File: src/rtl/if_id_skid_pkg.sv
// MIPS instruction field layout shared by the IF/ID register and the decoder,
// plus the helper that splits a raw word into its decode fields.
package if_id_skid_pkg;

  localparam int RAW_OPCODE_BUS = 6;
  localparam int RAW_RS_BUS     = 5;
  localparam int RAW_RT_BUS     = 5;
  localparam int RAW_RD_BUS     = 5;
  localparam int RAW_SHAMT_BUS  = 5;
  localparam int RAW_FUNCT_BUS  = 6;
  localparam int RAW_IMM_BUS    = 16;
  localparam int RAW_TARGET_BUS = 26;

  // LSB position of each field: the field is inst[INST_x_BUS +: RAW_x_BUS]
  localparam int INST_OPCODE_BUS = 26;
  localparam int INST_RS_BUS     = 21;
  localparam int INST_RT_BUS     = 16;
  localparam int INST_RD_BUS     = 11;
  localparam int INST_SHAMT_BUS  = 6;
  localparam int INST_FUNCT_BUS  = 0;
  localparam int INST_IMM_BUS    = 0;
  localparam int INST_TARGET_BUS = 0;

  localparam logic [31:0] NOP_INST = 32'h0;

  typedef struct packed {
    logic [RAW_OPCODE_BUS-1:0] opcode;
    logic [RAW_RS_BUS-1:0]     rs;
    logic [RAW_RT_BUS-1:0]     rt;
    logic [RAW_RD_BUS-1:0]     rd;
    logic [RAW_SHAMT_BUS-1:0]  sa;
    logic [RAW_FUNCT_BUS-1:0]  fn;
    logic [RAW_IMM_BUS-1:0]    imm;
    logic [RAW_TARGET_BUS-1:0] target;
  } id_fields_t;

  function automatic id_fields_t split_inst(input logic [31:0] inst);
    id_fields_t f;
    f.opcode = inst[INST_OPCODE_BUS +: RAW_OPCODE_BUS];
    f.rs     = inst[INST_RS_BUS     +: RAW_RS_BUS];
    f.rt     = inst[INST_RT_BUS     +: RAW_RT_BUS];
    f.rd     = inst[INST_RD_BUS     +: RAW_RD_BUS];
    f.sa     = inst[INST_SHAMT_BUS  +: RAW_SHAMT_BUS];
    f.fn     = inst[INST_FUNCT_BUS  +: RAW_FUNCT_BUS];
    f.imm    = inst[INST_IMM_BUS    +: RAW_IMM_BUS];
    f.target = inst[INST_TARGET_BUS +: RAW_TARGET_BUS];
    return f;
  endfunction

endpackage

File: src/rtl/if_id_skid_if.sv
// Fetch-side handshake, ID-side control and decoded output bundle.
// master = fetch/hazard environment, slave = the IF/ID register.
interface if_id_skid_if
  import if_id_skid_pkg::*;
#(
  parameter int ADDR_WIDTH = 32,
  parameter int DEPTH      = 2
);
  localparam int CNT_WIDTH = $clog2(DEPTH + 1);

  logic                      if_valid;
  logic [ADDR_WIDTH-1:0]     if_pc;
  logic [31:0]               if_inst;
  logic                      if_ready;
  logic                      id_stall;
  logic                      id_flush;
  logic                      id_valid;
  logic [ADDR_WIDTH-1:0]     id_pc;
  logic [RAW_OPCODE_BUS-1:0] id_opcode;
  logic [RAW_RS_BUS-1:0]     id_rs;
  logic [RAW_RT_BUS-1:0]     id_rt;
  logic [RAW_RD_BUS-1:0]     id_rd;
  logic [RAW_SHAMT_BUS-1:0]  id_sa;
  logic [RAW_FUNCT_BUS-1:0]  id_fn;
  logic [RAW_IMM_BUS-1:0]    id_imm;
  logic [RAW_TARGET_BUS-1:0] id_target;
  logic [CNT_WIDTH-1:0]      buf_count;

  modport master (
    output if_valid, if_pc, if_inst, id_stall, id_flush,
    input  if_ready, id_valid, id_pc, id_opcode, id_rs, id_rt, id_rd,
           id_sa, id_fn, id_imm, id_target, buf_count
  );

  modport slave (
    input  if_valid, if_pc, if_inst, id_stall, id_flush,
    output if_ready, id_valid, id_pc, id_opcode, id_rs, id_rt, id_rd,
           id_sa, id_fn, id_imm, id_target, buf_count
  );

endinterface

File: src/rtl/if_id_skid_skid_fifo.sv
// DEPTH-entry circular skid buffer; head is valid whenever count != 0.
// Push is ignored when full, pop when empty; clear empties it in one cycle.
module skid_fifo #(
  parameter  int DEPTH     = 2,
  parameter  int WIDTH     = 64,
  localparam int CNT_WIDTH = $clog2(DEPTH + 1)
) (
  input  logic                 clk,
  input  logic                 rst,
  input  logic                 push,
  input  logic                 pop,
  input  logic                 clear,
  input  logic [WIDTH-1:0]     din,
  output logic [WIDTH-1:0]     head,
  output logic [CNT_WIDTH-1:0] count,
  output logic                 full
);
  localparam int PTR_W = (DEPTH > 1) ? $clog2(DEPTH) : 1;

  logic [WIDTH-1:0] mem [DEPTH];
  logic [PTR_W-1:0] wr_ptr;
  logic [PTR_W-1:0] rd_ptr;
  logic             do_push;
  logic             do_pop;

  // Explicit compare so non-power-of-2 depths wrap at DEPTH-1, not at 2**PTR_W-1
  function automatic logic [PTR_W-1:0] ptr_next(input logic [PTR_W-1:0] p);
    return (p == PTR_W'(DEPTH - 1)) ? '0 : p + PTR_W'(1);
  endfunction

  assign full    = (count == CNT_WIDTH'(DEPTH));
  assign do_push = push && !full;
  assign do_pop  = pop && (count != '0);
  assign head    = mem[rd_ptr];

  always_ff @(posedge clk) begin
    if (rst || clear) begin
      wr_ptr <= '0;
      rd_ptr <= '0;
      count  <= '0;
    end else begin
      if (do_push) wr_ptr <= ptr_next(wr_ptr);
      if (do_pop)  rd_ptr <= ptr_next(rd_ptr);
      case ({do_push, do_pop})
        2'b10:   count <= count + CNT_WIDTH'(1);
        2'b01:   count <= count - CNT_WIDTH'(1);
        default: count <= count;
      endcase
    end
  end

  always_ff @(posedge clk) begin
    if (!rst && !clear && do_push) mem[wr_ptr] <= din;
  end

endmodule

File: src/rtl/if_id_skid.sv
// IF/ID register with skid FIFO: 1-cycle fetch-to-ID latency when the FIFO is empty.
// if_ready drops only when the FIFO is full (registered), never from stall/flush.
module if_id_skid
  import if_id_skid_pkg::*;
#(
  parameter int ADDR_WIDTH = 32,
  parameter int DEPTH      = 2
) (
  input logic         clk,
  input logic         rst,
  if_id_skid_if.slave bus
);
  localparam int CNT_WIDTH = $clog2(DEPTH + 1);
  localparam int BEAT_W    = ADDR_WIDTH + 32;

  logic [BEAT_W-1:0]     fifo_head;
  logic [CNT_WIDTH-1:0]  fifo_count;
  logic                  fifo_full;
  logic                  fifo_empty;
  logic                  accept;
  logic                  push;
  logic                  pop;

  logic                  valid_q;
  logic [ADDR_WIDTH-1:0] pc_q;
  id_fields_t            fld_q;
  logic                  valid_d;
  logic [ADDR_WIDTH-1:0] pc_d;
  id_fields_t            fld_d;

  assign fifo_empty  = (fifo_count == '0);
  assign accept      = bus.if_valid && !fifo_full;
  assign bus.if_ready = !fifo_full;

  skid_fifo #(
    .DEPTH (DEPTH),
    .WIDTH (BEAT_W)
  ) u_fifo (
    .clk   (clk),
    .rst   (rst),
    .push  (push),
    .pop   (pop),
    .clear (bus.id_flush),
    .din   ({bus.if_pc, bus.if_inst}),
    .head  (fifo_head),
    .count (fifo_count),
    .full  (fifo_full)
  );

  // Priority: flush > stall > drain FIFO head > bypass new beat > bubble
  always_comb begin
    valid_d = 1'b0;
    pc_d    = '0;
    fld_d   = split_inst(NOP_INST);
    push    = 1'b0;
    pop     = 1'b0;
    if (bus.id_flush) begin
      valid_d = 1'b0;
    end else if (bus.id_stall) begin
      valid_d = valid_q;
      pc_d    = pc_q;
      fld_d   = fld_q;
      push    = accept;
    end else if (!fifo_empty) begin
      valid_d = 1'b1;
      pc_d    = fifo_head[BEAT_W-1:32];
      fld_d   = split_inst(fifo_head[31:0]);
      pop     = 1'b1;
      push    = accept;
    end else if (accept) begin
      valid_d = 1'b1;
      pc_d    = bus.if_pc;
      fld_d   = split_inst(bus.if_inst);
    end
  end

  always_ff @(posedge clk) begin
    if (rst) begin
      valid_q <= 1'b0;
      pc_q    <= '0;
      fld_q   <= '0;
    end else begin
      valid_q <= valid_d;
      pc_q    <= pc_d;
      fld_q   <= fld_d;
    end
  end

  assign bus.id_valid  = valid_q;
  assign bus.id_pc     = pc_q;
  assign bus.id_opcode = fld_q.opcode;
  assign bus.id_rs     = fld_q.rs;
  assign bus.id_rt     = fld_q.rt;
  assign bus.id_rd     = fld_q.rd;
  assign bus.id_sa     = fld_q.sa;
  assign bus.id_fn     = fld_q.fn;
  assign bus.id_imm    = fld_q.imm;
  assign bus.id_target = fld_q.target;
  assign bus.buf_count = fifo_count;

endmodule

File: src/flat_wrapper.sv
// flat-port wrapper written by rule: the top's interface ports become plain ports
module if_id_skid_flat import if_id_skid_pkg::*;
#(
  parameter int ADDR_WIDTH = 32,
  parameter int DEPTH      = 2
)
  (clk, rst, bus_if_valid, bus_if_pc, bus_if_inst, bus_id_stall, bus_id_flush, bus_if_ready, bus_id_valid, bus_id_pc, bus_id_opcode, bus_id_rs, bus_id_rt, bus_id_rd, bus_id_sa, bus_id_fn, bus_id_imm, bus_id_target, bus_buf_count);
  if_id_skid_if #(.ADDR_WIDTH(ADDR_WIDTH), .DEPTH(DEPTH)) bus_i ();
  input logic clk;
  input logic rst;
  input wire logic [$bits(bus_i.if_valid)-1:0] bus_if_valid;
  input wire logic [$bits(bus_i.if_pc)-1:0] bus_if_pc;
  input wire logic [$bits(bus_i.if_inst)-1:0] bus_if_inst;
  input wire logic [$bits(bus_i.id_stall)-1:0] bus_id_stall;
  input wire logic [$bits(bus_i.id_flush)-1:0] bus_id_flush;
  output wire logic [$bits(bus_i.if_ready)-1:0] bus_if_ready;
  output wire logic [$bits(bus_i.id_valid)-1:0] bus_id_valid;
  output wire logic [$bits(bus_i.id_pc)-1:0] bus_id_pc;
  output wire logic [$bits(bus_i.id_opcode)-1:0] bus_id_opcode;
  output wire logic [$bits(bus_i.id_rs)-1:0] bus_id_rs;
  output wire logic [$bits(bus_i.id_rt)-1:0] bus_id_rt;
  output wire logic [$bits(bus_i.id_rd)-1:0] bus_id_rd;
  output wire logic [$bits(bus_i.id_sa)-1:0] bus_id_sa;
  output wire logic [$bits(bus_i.id_fn)-1:0] bus_id_fn;
  output wire logic [$bits(bus_i.id_imm)-1:0] bus_id_imm;
  output wire logic [$bits(bus_i.id_target)-1:0] bus_id_target;
  output wire logic [$bits(bus_i.buf_count)-1:0] bus_buf_count;
  assign bus_i.if_valid = bus_if_valid;
  assign bus_i.if_pc = bus_if_pc;
  assign bus_i.if_inst = bus_if_inst;
  assign bus_i.id_stall = bus_id_stall;
  assign bus_i.id_flush = bus_id_flush;
  assign bus_if_ready = bus_i.if_ready;
  assign bus_id_valid = bus_i.id_valid;
  assign bus_id_pc = bus_i.id_pc;
  assign bus_id_opcode = bus_i.id_opcode;
  assign bus_id_rs = bus_i.id_rs;
  assign bus_id_rt = bus_i.id_rt;
  assign bus_id_rd = bus_i.id_rd;
  assign bus_id_sa = bus_i.id_sa;
  assign bus_id_fn = bus_i.id_fn;
  assign bus_id_imm = bus_i.id_imm;
  assign bus_id_target = bus_i.id_target;
  assign bus_buf_count = bus_i.buf_count;
  if_id_skid #(.ADDR_WIDTH(ADDR_WIDTH), .DEPTH(DEPTH)) u_core (.clk(clk), .rst(rst), .bus(bus_i));
endmodule
File: config.mk
export PLATFORM = sky130hd
export DESIGN_NAME = if_id_skid_flat
export DESIGN_NICKNAME = d
export VERILOG_FILES = /design/src/rtl/if_id_skid_pkg.sv /design/src/rtl/if_id_skid_if.sv /design/src/rtl/if_id_skid_skid_fifo.sv /design/src/rtl/if_id_skid.sv /design/src/flat_wrapper.sv
export SDC_FILE = /design/constraint.sdc
export NUM_CORES = 1
export LEC_CHECK = 0
export BUFFER_PORTS_ARGS = -buffer_cell sky130_fd_sc_hd__buf_2
export CAP_MARGIN = 20
export CORE_MARGIN = 1.5
export CORE_UTILIZATION = 50
export CTS_CLUSTER_SIZE = 12
export DETAILED_ROUTE_END_ITERATION = 6
export PLACE_DENSITY = 0.75
export SLEW_MARGIN = 0
export SYNTH_ARGS = -nofsm -noshare
export SYNTH_HDL_FRONTEND = slang
export SYNTH_HIERARCHICAL = 1
export SYNTH_SLANG_ARGS = --single-unit
File: constraint.sdc
create_clock -name clk -period 15.79 [get_ports clk]
set_clock_uncertainty 0.05 [all_clocks]
set_input_delay 1.579 -clock clk [delete_from_list [all_inputs] [get_ports clk]]
set_output_delay 1.579 -clock clk [all_outputs]
set_load 0.005 [all_outputs]
==> summary.txt, run 1 <==
Die
  – Die Ht: 128 um
  – Initial Utilization: 51.2%
  – Row count: 45
  – Die ar.: 0.0164 mm^2
  – Core area: 0.0153 mm^2
  – Ports: 179
  – Die width: 128 um

Global route
  – M1 GR Usage: 26.2%
  – Vias in the first global route: 4963
  – M2 GR Usage: 34.2%
  – Gr busiest metal: met2
  – First-pass GRT wire length: 25.6 mm
  – GR Overflow Total: 0
  – Initial antenna violation count: 1
  – Largest net degree at the start of global routing: 69
  – GRT Util Overall: 20.4%
  – Met3 Resource Use GR: 4.01%

Logic synthesis
  – Syn avg cell area: 13.7 um^2
  – Post-synth EDFFs: 128
  – Synthesis Warnings: 6
  – #FFs+latches synth: 198
  – Post-synthesis cell area: 0.00781 mm^2
  – Mapped Nets: 640
  – Register area share after synthesis: 67.1%
  – Number of distinct library cells after synthesis: 26
  – Cell count after synthesis: 570
  – Asr flop ratio synth: 0%
  – Synth Flop Type: edfxtp_1

Clocking
  – Max H-tree Level: 4
  – CTS buffer count: 17
  – Worst-path clk slew: 0.06 ns
  – Post-CTS resize count: 0
  – Postcts setup bufs: 0
  – TritonCTS clock tree: yes
  – Root buf cell: clkbuf_16
  – Clock Tree Buf Depth: 2
  – # hold bufs at CTS: 0
  – Worst-Skew Late Latency: 0.42 ns
  – CTS sink count: 198

STA
  – # setup viols final: 0
  – Setup Total Neg Slack: 0 ns
  – Unrepaired setup endpoints after global routing: no
  – Hold slack: 0.472 ns
  – Fmax: 259 MHz
  – Slew @ Worst Pin: 0.913 ns
  – Tmin final: 3.86 ns
  – Slew HR: 39.1%
  – Slew Limit Fails: 0
  – Final period util: 24.4%
  – Hold Fails Final Rpt: 0

Pwr
  – Pwr per Cell Area: 111 mW/mm^2
  – Pleak: 3.37 nW
  – Max IR drop VDD: 0.0738 mV

Placed design
  – Global placer's final weighted congestion: 0.739
  – Port bufs: 178
  – Post-DP HPWL: 10.1 mm

Worst setup path
  – FF-to-FF setup slack: 13.14 ns
  – Worst endpoint required time: 16.09 ns
  – Worst setup SP type: input pin
  – CP Class: input pin to flip-flop
  – WP data arrival: 4.16 ns
  – Crit end category: flip-flop
  – Crit Path Max Fanout: 68

Layout
  – Share of layout cells above drive strength 1: 31.4%
  – Reg area: 0.00525 mm^2
  – Synthesis-to-finish area growth: 16.2%
  – Fin nets: 761
  – Commonest non-fill, non-tap cells in the layout: buf_2, edfxtp_1, dfxtp_1
  – Area of the multi-input gates: 0.00205 mm^2
  – Commonest non-fill, non-tap cell in the layout: buf_2
  – Post-layout util: 59.5%
  – Fillers: 1201

Route
  – Antenna viol nets, final: 0
  – 1st-iter DRT viols: 437
  – Total wire length: 16.4 mm
  – Via density: 5.47
  – Vias: 5007
  – WL/cell: 17.9 um
  – Drt pass-1 iters: 5
  – DRC: 0

Run status
  – Status: finished clean

Flow run
  – Max_cap viols: 0

Worst hold path
  – Hold WC Path Type: flip-flop to flip-flop
synth_stat cells, types with 2 or more instances:
cell type / instances / area, um^2
edfxtp_1: 128 / 3840
dfxtp_1: 70 / 1400
a21oi_1: 66 / 330
a22oi_1: 64 / 480
mux2_1: 64 / 721
nand3_1: 64 / 320
buf_4: 49 / 368
buf_2: 25 / 125
clkbuf_1: 10 / 37.5
nor2b_1: 4 / 25.0
inv_1: 3 / 11.3
nor2_1: 3 / 11.3
nor3_1: 3 / 15.0
o21ai_0: 2 / 10.0
or2_1: 2 / 12.5
or3_1: 2 / 12.5
xnor2_1: 2 / 17.5
logic make-up (layout without fill, tap and decap cells):
| group | count (synthesis) | in the layout | share of synthesized area (%) |
|---|---|---|---|
| buffers and inverters | 88 | 222 | 6.98 |
| multiplexers | 64 | 64 | 9.22 |
| XOR/XNOR | 3 | 3 | 0.336 |
| adder cells (fa/ha/maj) | 1 | 1 | 0.160 |
| AO/OA/AOI/OAI | 134 | 134 | 10.7 |
| AND/OR/NAND/NOR | 82 | 82 | 5.46 |
| other | 0 | 1 | 0 |
| flip-flops | 198 | 198 | 67.1 |
layout make-up:
| cell class | count | share of cell area (%) |
|---|---|---|
| sequential | 198 | 57.8 |
| multi-input combinational | 284 | 22.6 |
| timing repair buffer | 187 | 10.6 |
| clock buffer | 21 | 4.85 |
| tap | 211 | 2.91 |
| clock inverter | 11 | 1.14 |
| inverter | 3 | 0.124 |
| antenna | 1 | 0.0276 |
path summary, 6_finish.rpt:
path,startpoint,endpoint,cells after the start
worst max register to register,u_core/u_fifo/count[0]$_SDFFE_PP0P_,u_core/u_fifo/count[1]$_SDFFE_PP0P_,7
worst min-delay path,u_core/u_fifo/rd_ptr$_SDFFE_PP0P_,u_core/u_fifo/rd_ptr$_SDFFE_PP0P_,2
worst max-delay path,bus_id_stall,u_core/u_fifo/count[1]$_SDFFE_PP0P_,9
worst min register to register,u_core/u_fifo/rd_ptr$_SDFFE_PP0P_,u_core/u_fifo/rd_ptr$_SDFFE_PP0P_,2
stage by stage:
| stage | setup slack, ns | instance area [um^2] | total power [mW] | cells |
|---|---|---|---|---|
| final | 11.93 | 9080 | 1.00 | 916 |
| after global routing | 11.76 | 9080 | 1.04 | 916 |
| after CTS | 11.92 | 9070 | 1.01 | 915 |
| after detailed placement | 11.48 | 8530 | 0.619 | 883 |
| after global placement | 11.61 | 8530 | 0.617 | 883 |
| after floorplan | 8.34 | 7820 | 0.597 | 570 |
critical path: stages:
cell	delay [ns]
buf_2	0.10
buf_4	0.34
o21ba_2	0.35
buf_4	0.60
nor2b_1	0.24
o21a_1	0.18
ha_1	0.27
or3_1	0.36
a21oi_1	0.14
state kept, by name, summed over array words and instances, names as in the netlist, named ones only:
register,count
u_core/bus.id_opcode,6
u_core/bus.id_rs,5
u_core/u_fifo/wr_ptr,1
u_core/bus.id_target,2
u_core/bus.id_sa,4
u_core/bus.id_imm,2
u_core/u_fifo/count,2
u_core/bus.id_fn,5
u_core/u_fifo/rd_ptr,1
u_core/bus.id_rd,4
u_core/bus.id_pc,32
u_core/bus.id_rt,4
u_core/bus.id_valid,1
u_core/u_fifo/mem,128
where the power goes:
group	total (mW)	switching (mW)	internal (mW)	leakage [nW]
sequential	0.560	0.00321	0.556	1.72
clock	0.396	0.178	0.218	0.263
combinational	0.0482	0.0303	0.0179	1.38
per-layer routing:
layer	routed length (um)	part of all wire [%]
met5	0	0
met4	367	2.2
met3	796	4.9
met2	8150	50
met1	7070	43
Power figures use the tool's default switching activity.
==> run 2: changes to the inputs <==
CORE_UTILIZATION = 48   (was 50)
clock period = 3.37 ns   (was 15.79 ns; I/O delays follow)
==> run 2 against run 1 <==
- final area up 0.95%
- critical path depth down 3
- count of clock-buffer cells in the layout up 1
- critical endpoint is now u_core/u_fifo/mem[1][38]$_DFFE_PP_
- largest cell class unchanged
- largest power group unchanged
==> summary.txt, run 2 (synthesis gave the netlist of run 1 again) <==
Run status
  – Status: finished clean

Layout
  – Max reg flops: 128
  – Reg area: 0.00525 mm^2
  – Fillers: 1290
  – Most flop-heavy register: u_core/u_fifo/mem
  – Area of the multi-input gates: 0.00207 mm^2
  – Commonest non-fill, non-tap cell in the layout: buf_2
  – Synthesis-to-finish area growth: 17.3%
  – # diodes: 0
  – Fin nets: 760
  – Share of layout cells above drive strength 1: 32.3%
  – Commonest non-fill, non-tap cells in the layout: buf_2, edfxtp_1, dfxtp_1

STA
  – # setup viols final: 0
  – Tmin final: 2.26 ns
  – Unrepaired setup endpoints after global routing: no
  – Setup Total Neg Slack: 0 ns
  – Slew HR: 39.4%
  – Slew Limit Fails: 0
  – Fmax: 442 MHz
  – Hold slack: 0.0595 ns
  – Final WS setup: 1.11 ns
  – Hold Fails Final Rpt: 0
  – Final period util: 67.2%
  – Slew @ Worst Pin: 0.910 ns

Clocking
  – CTS buffer count: 17
  – # hold bufs at CTS: 0
  – TritonCTS clock tree: yes
  – Worst-path clk slew: 0.07 ns
  – Clock Tree Buf Depth: 2
  – CTS sink count: 198
  – Worst-Skew Late Latency: 0.43 ns
  – Root buf cell: clkbuf_16
  – Max H-tree Level: 4
  – Postcts setup bufs: 0
  – Post-CTS resize count: 0

Global route
  – First-pass GRT wire length: 24.5 mm
  – M2 GR Usage: 32.4%
  – M1 GR Usage: 24.0%
  – Met3 Resource Use GR: 5.42%
  – GRT Util Overall: 19.4%
  – Vias in the first global route: 4822
  – Gr busiest metal: met2
  – Largest net degree at the start of global routing: 66
  – GR Overflow Total: 0
  – Initial antenna violation count: 1

Pwr
  – Pleak: 3.40 nW
  – Psw: 1.00 mW
  – Max IR drop VDD: 0.360 mV
  – Combinational share of power: 4.7%
  – Switch share: 20.7%
  – Pwr per Cell Area: 529 mW/mm^2
  – Clock share of power: 41.3%
  – Sequential power share: 54.1%
  – Internal power: 3.85 mW

Die
  – Row count: 46
  – Die width: 131 um
  – Initial Utilization: 49.2%
  – Core area: 0.0159 mm^2
  – Die ar.: 0.0171 mm^2
  – Die Ht: 131 um
  – Ports: 179

Route
  – Vias: 4984
  – WL/cell: 17.6 um
  – Drt pass-1 iters: 4
  – Antenna viol nets, final: 0
  – Via density: 5.42
  – Total wire length: 16.2 mm
  – 1st-iter DRT viols: 344
  – DRC: 0

Placed design
  – Post-DP HPWL: 9.87 mm
  – Port bufs: 178
  – Post-Place Worst Slack: 0.942 ns
  – Global placer's final weighted congestion: 0.789

Worst setup path
  – Reg2Reg Depth: 6
  – Crit Path Max Fanout: 47
  – Crit end category: flip-flop
  – CP Class: flip-flop to flip-flop
  – Worst path max stage delay: 0.56 ns
  – Critical path, cell by cell: nor2b_4, nor2b_4, nor3b_2, nand2b_1, nor3_4, buf_4
  – Reg-to-reg startpoint: u_core/u_fifo/count[0]$_SDFFE_PP0P_
  – Worst endpoint required time: 3.37 ns
  – Worst setup SP type: flip-flop
  – Cell at the slowest stage of the critical path: buf_4
  – FF-to-FF setup slack: 1.11 ns
  – Crit path top cell by count: nor2b_4
  – WP data arrival: 2.27 ns
  – R2r endpoint: u_core/u_fifo/mem[1][38]$_DFFE_PP_

Worst hold path
  – Hold_sp: bus_if_inst[9]
  – Worst hold path depth: 1
  – Hold WC Path Type: input pin to flip-flop
  – Hold path endpoint: u_core/u_fifo/mem[1][9]$_DFFE_PP_

Flow run
  – Max_cap viols: 0
## run 2: worst max-delay path, delay by kind of cell (launching register included)
family | cells | cell delay (ns)
buf+inv | 1 | 0.56
flops | 1 | 0.46
simple gates | 5 | 0.80
## run 2: layout make-up
class / instances / share of cell area (%)
Sequential cell: 198 / 57.3
Tap cell: 216 / 2.95
Inverter: 3 / 0.123
Timing Repair Buffer: 186 / 10.5
Clock buffer: 22 / 5.17
Clock inverter: 10 / 1.31
Multi-Input combinational cell: 284 / 22.6
## run 2: worst max-delay path by stage
stage / startpoint / endpoint / slack (ns)
2_1_floorplan: u_core/u_fifo/count[0]$_SDFFE_PP0P_ / u_core/u_fifo/mem[0][0]$_DFFE_PP_ / 0.0006
3_3_place_gp: bus_id_stall / u_core/u_fifo/mem[1][43]$_DFFE_PP_ / 1.04
3_5_place_dp: bus_id_stall / u_core/u_fifo/mem[1][38]$_DFFE_PP_ / 0.94
4_1_cts: u_core/u_fifo/count[0]$_SDFFE_PP0P_ / u_core/u_fifo/mem[1][38]$_DFFE_PP_ / 1.09
5_1_grt: u_core/u_fifo/count[0]$_SDFFE_PP0P_ / u_core/u_fifo/mem[1][38]$_DFFE_PP_ / 0.95
6_report: u_core/u_fifo/count[0]$_SDFFE_PP0P_ / u_core/u_fifo/mem[1][38]$_DFFE_PP_ / 1.11
## run 2: layer usage
layer / vias up / part of all wire [%]
met5: - / 0.043
met4: 2 / 1.6
met3: 21 / 6.3
met2: 186 / 51
met1: 2419 / 41
li1: 2356 / -
## run 2: through the flow
stage	utilization, %	power (mW)	instances	cell area [um^2]
floorplan	-	2.80	570	7860
global placement	53.9	2.89	887	8570
detailed placement	53.9	2.90	887	8570
CTS	57.7	4.89	919	9160
global route	57.7	5.02	919	9160
finish	57.7	4.85	919	9160
## run 2: power groups by stage
stage / registers (mW) / logic (mW) / clock network (mW)
floorplan: 2.68 / 0.122 / 0
global placement: 2.67 / 0.218 / 0
detailed placement: 2.68 / 0.227 / 0
CTS: 2.62 / 0.227 / 2.04
global route: 2.62 / 0.252 / 2.14
finish: 2.62 / 0.226 / 2.00
==> run 3: changes to the inputs <==
clock period = 2 ns   (was 3.37 ns; I/O delays follow)
==> run 3 against run 2 <==
- register-to-register slack got worse by 1.0 ns
- final area increased by 8.0%
- flip-flop and latch count unchanged
- clock power increased by 65%
- total power increased by 69%
- count of clock-buffer cells in the layout decreased by 3
- worst hold slack improved by 0.11 ns
- first-iteration DRC count increased by 21%
- critical endpoint is now u_core/u_fifo/count[1]$_SDFFE_PP0P_
==> summary.txt, run 3 (synthesis gave the netlist of run 1 again) <==
Run status
  – Status: finished clean

Global route
  – Largest net degree at the start of global routing: 66
  – Initial antenna violation count: 0
  – Vias in the first global route: 5343
  – GRT Util Overall: 20.7%
  – GR Overflow Total: 0
  – First-pass GRT wire length: 26.7 mm

Die
  – Core area: 0.0159 mm^2
  – Initial Utilization: 49.2%
  – Row count: 46
  – Die width: 131 um
  – Die ar.: 0.0171 mm^2
  – Ports: 179
  – Die Ht: 131 um

Flow run
  – Max_cap viols: 0

STA
  – Fmax: 521 MHz
  – Slew HR: 47.1%
  – Slew Limit Fails: 0
  – Tmin final: 1.92 ns
  – Hold slack: 0.173 ns
  – Final period util: 95.9%
  – # setup viols final: 0
  – Slew @ Worst Pin: 0.793 ns
  – Hold Fails Final Rpt: 0

Pwr
  – Pleak: 3.70 nW
  – Pwr per Cell Area: 830 mW/mm^2
  – Max IR drop VDD: 0.627 mV
  – Tot Pwr: 8.21 mW

Layout
  – Share of layout cells above drive strength 1: 30.1%
  – Cell area after layout: 0.00990 mm^2
  – Max reg flops: 128
  – Synthesis-to-finish area growth: 26.6%
  – Fillers: 1197
  – Commonest non-fill, non-tap cells in the layout: buf_2, edfxtp_1, dfxtp_1
  – Final cell count without fillers: 987
  – Most flop-heavy register: u_core/u_fifo/mem
  – Fin nets: 828
  – Commonest non-fill, non-tap cell in the layout: buf_2
  – Post-layout util: 62.3%
  – # diodes: 0

Worst setup path
  – Crit Path Max Fanout: 8
  – Critical path, cell by cell: nor2b_4, nor2b_4, nor3b_4, nand2b_4, ha_4, xnor2_1, or3_1, a21oi_1
  – Worst endpoint required time: 2.31 ns
  – Worst setup SP type: flip-flop
  – CP Class: flip-flop to flip-flop
  – Crit path top cell by count: nor2b_4
  – Worst path max stage delay: 0.42 ns
  – Cell at the slowest stage of the critical path: dfxtp_4
  – WP data arrival: 2.22 ns
  – Crit end category: flip-flop

Clocking
  – TritonCTS clock tree: yes
  – Worst-Skew Late Latency: 0.43 ns
  – Max H-tree Level: 4
  – Root buf cell: clkbuf_16
  – CTS sink count: 198
  – Clock Tree Buf Depth: 2
  – Postcts setup bufs: 0
  – Worst-path clk slew: 0.07 ns
  – CTS buffer count: 17

Route
  – Vias: 5378
  – 1st-iter DRT viols: 415
  – WL/cell: 17.5 um
  – Drt pass-1 iters: 6
  – Antenna viol nets, final: 0
  – DRC: 0
  – Via density: 5.45
  – Total wire length: 17.2 mm

Placed design
  – Placed Cells: 891
  – Post-DP HPWL: 9.78 mm
  – Post-DP Area: 0.00865 mm^2
  – Global placer's final weighted congestion: 0.770
  – Port bufs: 178

Worst hold path
  – Hold WC Path Type: input pin to flip-flop
-- run 3: cell count changes in the layout (fill, tap and decap cells not counted), sizes merged --
cell / before / now
dlygate4sd3: 0 / 64
clkbuf: 22 / 19
buf: 186 / 190
clkinv: 5 / 8
-- run 3: worst max-delay path, delay by kind of cell, from the launching register on --
kind,cells,cell delay (ns)
compound gates,1,0.16
xor+xnor,1,0.13
fa+ha+maj,1,0.17
flops,1,0.42
simple gates,5,0.89
-- run 3: layer usage --
metal	vias to the layer above	global-route usage, %	share of wire (%)
met5	-	0	0
met4	0	9.11	1.6
met3	22	4.56	6.4
met2	241	34.6	51
met1	2629	26.0	41
li1	2486	-	-
-- run 3: metrics by stage --
step                 TNS, ns  setup slack [ns]
floorplan            -163.48             -1.31
global placement           0             0.102
detailed placement  -0.00974          -0.00974
CTS                        0            0.0714
global route         -0.0233           -0.0233
finish                     0            0.0822
-- run 3: what timing repair did --
item,4_1_cts,5_1_grt
pin swaps,1,0
setup endpoints to repair,1,1
hold endpoints to repair,186,0
gates resized for setup,2,3
hold buffers,64,0
-- run 3: area by class of cell --
class | count | area (um^2) | share of cell area [%]
multi-input combinational | 284 | 2100 | 21.2
sequential | 198 | 5250 | 53.1
inverter | 3 | 11.3 | 0.114
clock inverter | 13 | 131 | 1.33
tap | 216 | 270 | 2.73
clock buffer | 19 | 443 | 4.48
timing repair buffer | 254 | 1690 | 17.1
-- run 3: path summary, 6_finish.rpt --
| kind | from | end | slack [ns] | cells past startpoint |
|---|---|---|---|---|
| worst max register to register | u_core/u_fifo/count[0]$_SDFFE_PP0P_ | u_core/u_fifo/count[1]$_SDFFE_PP0P_ | 0.08 | 8 |
| worst min-delay path | bus_id_flush | u_core/u_fifo/wr_ptr$_SDFFE_PP0P_ | 0.17 | 5 |
| worst max-delay path | u_core/u_fifo/count[0]$_SDFFE_PP0P_ | u_core/u_fifo/count[1]$_SDFFE_PP0P_ | 0.08 | 8 |
| worst min register to register | u_core/bus.id_valid$_SDFFE_PP0N_ | u_core/bus.id_valid$_SDFFE_PP0N_ | 0.46 | 2 |
-- run 3: power breakdown --
part,switching (mW),total (mW),internal [mW]
clock network,1.44,3.31,1.87
registers,0.0258,4.42,4.39
logic,0.262,0.492,0.229
total,1.73,8.21,6.49
